**config.mk**
```make
export PLATFORM = sky130hd
export DESIGN_NAME = fetch
export DESIGN_NICKNAME = d
export VERILOG_FILES = /design/src/rtl/inst_package.sv /design/src/rtl/fetch_fifo.sv /design/src/rtl/fetch.sv
export SDC_FILE = /design/constraint.sdc
export NUM_CORES = 1
export LEC_CHECK = 0
export ABC_AREA = 1
export ABC_CLOCK_PERIOD_IN_PS = 9290
export CORE_ASPECT_RATIO = 0.6
export CORE_MARGIN = 5
export CORE_UTILIZATION = 51
export DETAILED_ROUTE_END_ITERATION = 7
export HOLD_SLACK_MARGIN = 0.08
export PLACE_DENSITY = 0.87
export SYNTH_ARGS = -nofsm -noshare
export SYNTH_HDL_FRONTEND = slang
export SYNTH_HIERARCHICAL = 1
export SYNTH_SLANG_ARGS = --single-unit
```
**constraint.sdc**
```tcl
create_clock -name clk -period 9.29 [get_ports clk]
set_input_delay 0.929 -clock clk [delete_from_list [all_inputs] [get_ports clk]]
set_output_delay 0.929 -clock clk [all_outputs]
set_load 0.005 [all_outputs]
```
**src/rtl/inst_package.sv**
```systemverilog
// Shared instruction-set definitions: opcodes, the Nop fetch bundle, memory
// latency and the record types used by the fetch stage.
package inst_package;

   // Primary opcode field, bits [31:26] of each 32-bit instruction slot.
   typedef enum logic [5:0] {
      OPC_ALU    = 6'h00,
      OPC_LOAD   = 6'h01,
      OPC_STORE  = 6'h02,
      OPC_BRANCH = 6'h04,
      OPC_NOP    = 6'h13
   } opcode_t;

   // Instruction-memory read latency in cycles (enable to data).
   localparam int IMEM_LAT = 2;

   // Bundle presented to decode when nothing valid is queued: two Nop slots.
   localparam logic [63:0] NOP_BUNDLE = {OPC_NOP, 26'b0, OPC_NOP, 26'b0};

   // One fetch-queue entry: the bundle and the PC it was fetched from.
   typedef struct packed {
      logic [31:0] pc;
      logic [63:0] inst;
   } fq_entry_t;

   // One stage of the in-flight read pipe.
   typedef struct packed {
      logic        valid;
      logic [31:0] pc;
   } inflight_t;

endpackage

```
**src/rtl/fetch_fifo.sv**
```systemverilog
// Fetch queue: synchronous FIFO of fetched bundles with flush, an occupancy
// count and a head view read straight from the storage array.
module fetch_fifo
   import inst_package::*;
#(
   parameter int DEPTH = 4,
   localparam int PTR_W = $clog2(DEPTH),
   localparam int CNT_W = PTR_W + 1
) (
   input  logic             clk,
   input  logic             rstn,
   input  logic             flush_i,
   input  logic             push_i,
   input  fq_entry_t        push_data_i,
   input  logic             pop_i,
   output logic [CNT_W-1:0] count_o,
   output fq_entry_t        head_o
);

   fq_entry_t        mem_q [DEPTH];
   logic [PTR_W-1:0] wr_ptr_q, wr_ptr_d;
   logic [PTR_W-1:0] rd_ptr_q, rd_ptr_d;
   logic [CNT_W-1:0] count_q, count_d;

   // Pointer and count advance; depth is a power of two so pointers wrap freely.
   always_comb begin
      // NOTE: every always_comb output gets a default first so no path leaves it unassigned (no latch).
      wr_ptr_d = wr_ptr_q + PTR_W'(push_i);
      rd_ptr_d = rd_ptr_q + PTR_W'(pop_i);
      count_d  = count_q + CNT_W'(push_i) - CNT_W'(pop_i);
   end

   // Control registers: cleared by reset or flush.
   always_ff @(posedge clk) begin
      if (!rstn || flush_i) begin
         wr_ptr_q <= '0;
         rd_ptr_q <= '0;
         count_q  <= '0;
      end else begin
         wr_ptr_q <= wr_ptr_d;
         rd_ptr_q <= rd_ptr_d;
         count_q  <= count_d;
      end
   end

   // Storage write.
   always_ff @(posedge clk) begin
      // NOTE: the data array has no reset; count_q alone decides validity, so stale words are never presented.
      if (push_i) begin
         mem_q[wr_ptr_q] <= push_data_i;
      end
   end

   assign count_o = count_q;
   assign head_o  = mem_q[rd_ptr_q];

endmodule

```
**src/rtl/fetch.sv**
```systemverilog
// Instruction fetch: issues one 64-bit bundle read per cycle under a credit
// limit, tracks reads in flight, queues returned bundles and presents the head.
module fetch
   import inst_package::*;
#(
   parameter int          ADDR_W   = 15,
   parameter logic [31:0] RESET_PC = 32'h0,
   parameter int          FQ_DEPTH = 4
) (
   input  logic              clk,
   input  logic              rstn,
   input  logic              interlock,
   input  logic              branch_flag,
   input  logic [31:0]       branch_pc,
   output logic              imem_en,
   output logic [ADDR_W-1:0] imem_addr,
   input  logic [63:0]       imem_dout,
   output logic [31:0]       pc,
   output logic [63:0]       inst
);

   localparam int CNT_W = $clog2(FQ_DEPTH) + 1;
   localparam int OCC_W = CNT_W + 1;

   logic [31:0]      fetch_pc_q, fetch_pc_d;
   inflight_t        pipe_q [IMEM_LAT];
   inflight_t        pipe_d [IMEM_LAT];
   logic [OCC_W-1:0] inflight_cnt;
   logic [OCC_W-1:0] occupancy;
   logic             issue;

   logic [CNT_W-1:0] fq_count;
   fq_entry_t        fq_head;
   fq_entry_t        fq_wdata;
   logic             fq_nonempty;
   logic             fq_push;
   logic             fq_pop;
   logic             present;

   // Credit check: queued plus in-flight bundles must leave room for one more.
   always_comb begin
      // NOTE: blocking '=' accumulates inside combinational logic; registers below use '<=' only.
      inflight_cnt = '0;
      for (int i = 0; i < IMEM_LAT; i++) begin
         inflight_cnt = inflight_cnt + OCC_W'(pipe_q[i].valid);
      end
      occupancy = OCC_W'(fq_count) + inflight_cnt;
      issue     = rstn && !branch_flag && (occupancy < OCC_W'(FQ_DEPTH));
   end

   // Next fetch PC and in-flight pipe; a redirect kills everything in flight.
   always_comb begin
      fetch_pc_d = fetch_pc_q;
      if (branch_flag) begin
         fetch_pc_d = branch_pc;
      end else if (issue) begin
         fetch_pc_d = fetch_pc_q + 32'd1;
      end

      pipe_d[0] = '{valid: issue, pc: fetch_pc_q};
      for (int i = 1; i < IMEM_LAT; i++) begin
         pipe_d[i] = pipe_q[i-1];
      end
      if (branch_flag) begin
         for (int i = 0; i < IMEM_LAT; i++) begin
            pipe_d[i].valid = 1'b0;
         end
      end
   end

   // Fetch PC and in-flight pipe registers.
   always_ff @(posedge clk) begin
      if (!rstn) begin
         fetch_pc_q <= RESET_PC;
         for (int i = 0; i < IMEM_LAT; i++) begin
            pipe_q[i] <= '0;
         end
      end else begin
         fetch_pc_q <= fetch_pc_d;
         pipe_q     <= pipe_d;
      end
   end

   assign imem_en   = issue;
   assign imem_addr = fetch_pc_q[ADDR_W-1:0];

   // The pipe exit lines up with the cycle its read data is on imem_dout.
   assign fq_wdata    = '{pc: pipe_q[IMEM_LAT-1].pc, inst: imem_dout};
   assign fq_push     = pipe_q[IMEM_LAT-1].valid && !branch_flag;
   assign fq_nonempty = (fq_count != '0);
   assign fq_pop      = fq_nonempty && !interlock && !branch_flag;

   fetch_fifo #(
      .DEPTH (FQ_DEPTH)
   ) u_fifo (
      .clk         (clk),
      .rstn        (rstn),
      .flush_i     (branch_flag),
      .push_i      (fq_push),
      .push_data_i (fq_wdata),
      .pop_i       (fq_pop),
      .count_o     (fq_count),
      .head_o      (fq_head)
   );

   // Decode sees the queue head, or the Nop bundle when empty or in reset.
   assign present = rstn && fq_nonempty;
   assign pc      = present ? fq_head.pc   : 32'h0;
   assign inst    = present ? fq_head.inst : NOP_BUNDLE;

endmodule

```
==> results.md <==
* CP max FO at 72
* WS Path Type: input port to primary output
* Post-Syn Area at 20,700 um^2
* Largest net degree at the start of global routing at 120
* Unique cell type count in the Yosys netlist at 35
* First-pass GRT wire length at 69,200 um
* Worst Skew at 0.00852 ns
* Multi-input logic area at 4790 um^2
* Syn Area/Cell at 10.3 um^2
* Synthesis-stage register bit count at 489
* Setup Viol. Count Final at 0
* Sw frac at 19.4%
* Synth top area share at 55.6%
* Worst skew pair latency at 0.53 ns
* Drt first pass iters at 5
* Placer Congestion at 0.908
* Layout cells sized above 1 at 5.71%
* Clk buf depth at 3
* Post-route minimum period at 5.05 ns
* Layout area overhead at 17.7%
* Internal at 3.57 mW
* CP Launch Type: input port
* Post_cts resized at 0
* Initial antenna violation count at 2
* Die width at 270 um
* Total leakage power at 9.90 nW
* FFs w/ async S/R, synth at 0%
* PwrDens at 181 nW/um^2
* Final HPWL DP at 27,000 um
* Yosys Warn Count at 6
* Top cells by area, synth: edfxtp_1 (56%), dfxtp_1 (10%), inv_1 (7.5%)
* Nets at 2,280
* TNS Setup at 0 ns
* Compound-Gate Fraction of Synth Area at 9.36%
* Ys flop type: edfxtp_1
* R2r setup slk at 6.82 ns
* Total power at 4.43 mW
* Ports at 212
* Proportion of power drawn by the clock network at 42.7%
* Max cap viols at 0
* Top cells by count, synth: inv_1 (414), nand2_1 (403), edfxtp_1 (384)
* Post-CTS setup buffer count at 0
* Slew @ Worst Pin at 1.12 ns
* Critical path arrival at 4.12 ns
* Crit path from: rstn
* Storage cell area at 13,600 um^2
* Total routed wirelength at 43,600 um
* Net Count, Synth at 2,117
* CTS tree: built
* Worst-case reg-to-reg path depth at 5
* R2R Path Start: pipe_q[32]
* Setup Slack @ Placement at 4.18 ns
* Max-slew violations at 0
* Grt ovf at 0
* Vias in the first global route at 13,302
* Combinational share of power at 3.2%
* Die H at 166 um
* Total number of vias at 13,683
* Final worst slack at 4.24 ns
* Clock Pin Slew Worst Setup and Hold Paths at 0.06 ns
* Final Cycle Share at 54.4%
* Floorplan row count at 57
* Syn Inst Count at 2,010
* Count leader, synth: inv_1
* Routed vias/inst at 5.00
* # hold bufs at CTS at 0
* Multiplexer share of the synthesized area at 0%
* Critical Path Sink Type: primary output
* Adder-Cell Fraction of Synth Area at 0.458%
* GRT Overall Usage at 18.9%
* Status: finished clean
* Die ar. at 44,900 um^2
* Worst setup path endpoint: inst[30]
* CORE AREA at 40,300 um^2
* DRC viols at 0
* Final hold viol count at 0
* IO Port Bufs at 211
* Number of synthesized flops with an enable pin at 384
* Starting DRT DRC Count at 1,119
* Slew HR at 25.3%
* Hold Path Class: flop to flop
* Capture point of the worst reg-to-reg path: u_fifo/mem_q[0][0]
* H-tree depth at 2
* Wire length per cell at 15.9 um
* CTS root buffer: clkbuf_16
* Fillers at 3,077
* Register share of total power at 54.2%
* Unrepaired setup endpoints after global routing: false
* Largest area contributor in the netlist: edfxtp_1
* Post-route ant nets at 0
* Req. time, crit path at 8.36 ns
* Xor and xnor area share after synthesis at 0.422%
* Post-Synth Simple-Gate Area at 12.8%
* Starting Density at 51.5%
* CTS Sinks at 489
* Max IR drop VDD at 0.117 mV
* CTS buffer count at 45
* Main combinational cell family by area after synthesis: simple AND/OR/NAND/NOR gates
* WHS Path Cells at 2
* Sw power at 0.857 mW
* Sequential fraction of the synthesis area at 65.7%
* FMAX at 0.198 GHz
==> power groups by stage <==
stage	logic [mW]	registers, mW	clock network, mW
2_1_floorplan	0.0667	2.44	0
3_3_place_gp	0.136	2.44	0
3_5_place_dp	0.140	2.45	0
4_1_cts	0.141	2.40	1.94
5_1_grt	0.156	2.40	2.04
6_report	0.141	2.40	1.89
==> sequential cells by signal, indices dropped and copies added (netlist names) <==
signal,flops
fetch_pc_q,32
pipe_d,32
u_fifo/wr_ptr_q,2
fq_wdata,32
pipe_q,2
u_fifo/rd_ptr_q,2
u_fifo/mem_q,384
u_fifo/count_o,3
==> per-layer routing <==
metal	wire length [um]	vias to the layer above	track usage (%)
met2	21200	388	31.6
met5	13	-	0
li1	-	6803	-
met3	2970	72	4.16
met4	1060	2	5.43
met1	18400	6418	25.2
==> metrics by stage <==
stage	instance area, um^2	util [%]	hold WS (ns)	instances
final	24400	60.6	0.412	2739
after global routing	24400	60.6	0.443	2739
after floorplan	20700	-	0.390	2010
after global placement	22900	56.8	0.397	2657
after detailed placement	22900	56.8	0.399	2657
after CTS	24400	60.6	0.414	2738
==> cells in the final DEF (no fill, tap or decap), drive strengths merged <==
master / Yosys / final
a21oi: 120 / 120
a22oi: 1 / 1
a31oi: 3 / 3
buf: 91 / 17
bufinv: 0 / 7
clkbuf: 20 / 59
clkdlybuf4s50: 0 / 210
clkinv: 0 / 16
dfxtp: 105 / 105
diode: 0 / 1
edfxtp: 384 / 384
fa: 1 / 1
ha: 6 / 6
inv: 419 / 418
nand2: 413 / 413
nand3: 66 / 66
nand3b: 1 / 1
nor2: 152 / 152
nor3: 6 / 6
o211a: 1 / 1
o211ai: 98 / 98
o21ai: 101 / 101
o21bai: 6 / 6
or2: 6 / 6
xnor2: 3 / 3
xor2: 7 / 7
==> how the worst min path moves through the flow <==
stage	from	endpoint	slack, ns
6_report	pipe_d[22]	fq_wdata[86]	0.41
5_1_grt	pipe_d[22]	fq_wdata[86]	0.44
4_1_cts	pipe_d[22]	fq_wdata[86]	0.41
3_3_place_gp	pipe_d[22]	fq_wdata[86]	0.40
3_5_place_dp	pipe_d[22]	fq_wdata[86]	0.40
2_1_floorplan	pipe_d[0]	fq_wdata[64]	0.39
==> cell type report <==
class	count	area share, %
Antenna cell	1	0.0102
Clock buffer	59	5.04
Clock inverter	22	1.17
Inverter	419	6.45
Multi-Input combinational cell	991	19.6
Sequential cell	489	55.9
Tap cell	531	2.72
Timing Repair Buffer	227	9.12
==> kinds of logic (layout without fill, tap and decap cells) <==
group,count (synthesis),after routing
fa+ha+maj,7,7
flops,489,489
other cells,0,1
buf+inv,530,727
compound gates,330,330
simple gates,644,644
xor+xnor,10,10
==> worst max-delay path, cell delays in order <==
cell and delay (ns):
buf_2 0.08, buf_4 0.54, inv_2 0.45, nor2_1 0.25, clkinv_2 0.48, buf_4 0.53, or2_2 0.36, clkdlybuf4s50_1 0.46
Note: power is estimated with default switching activity, not from simulation.
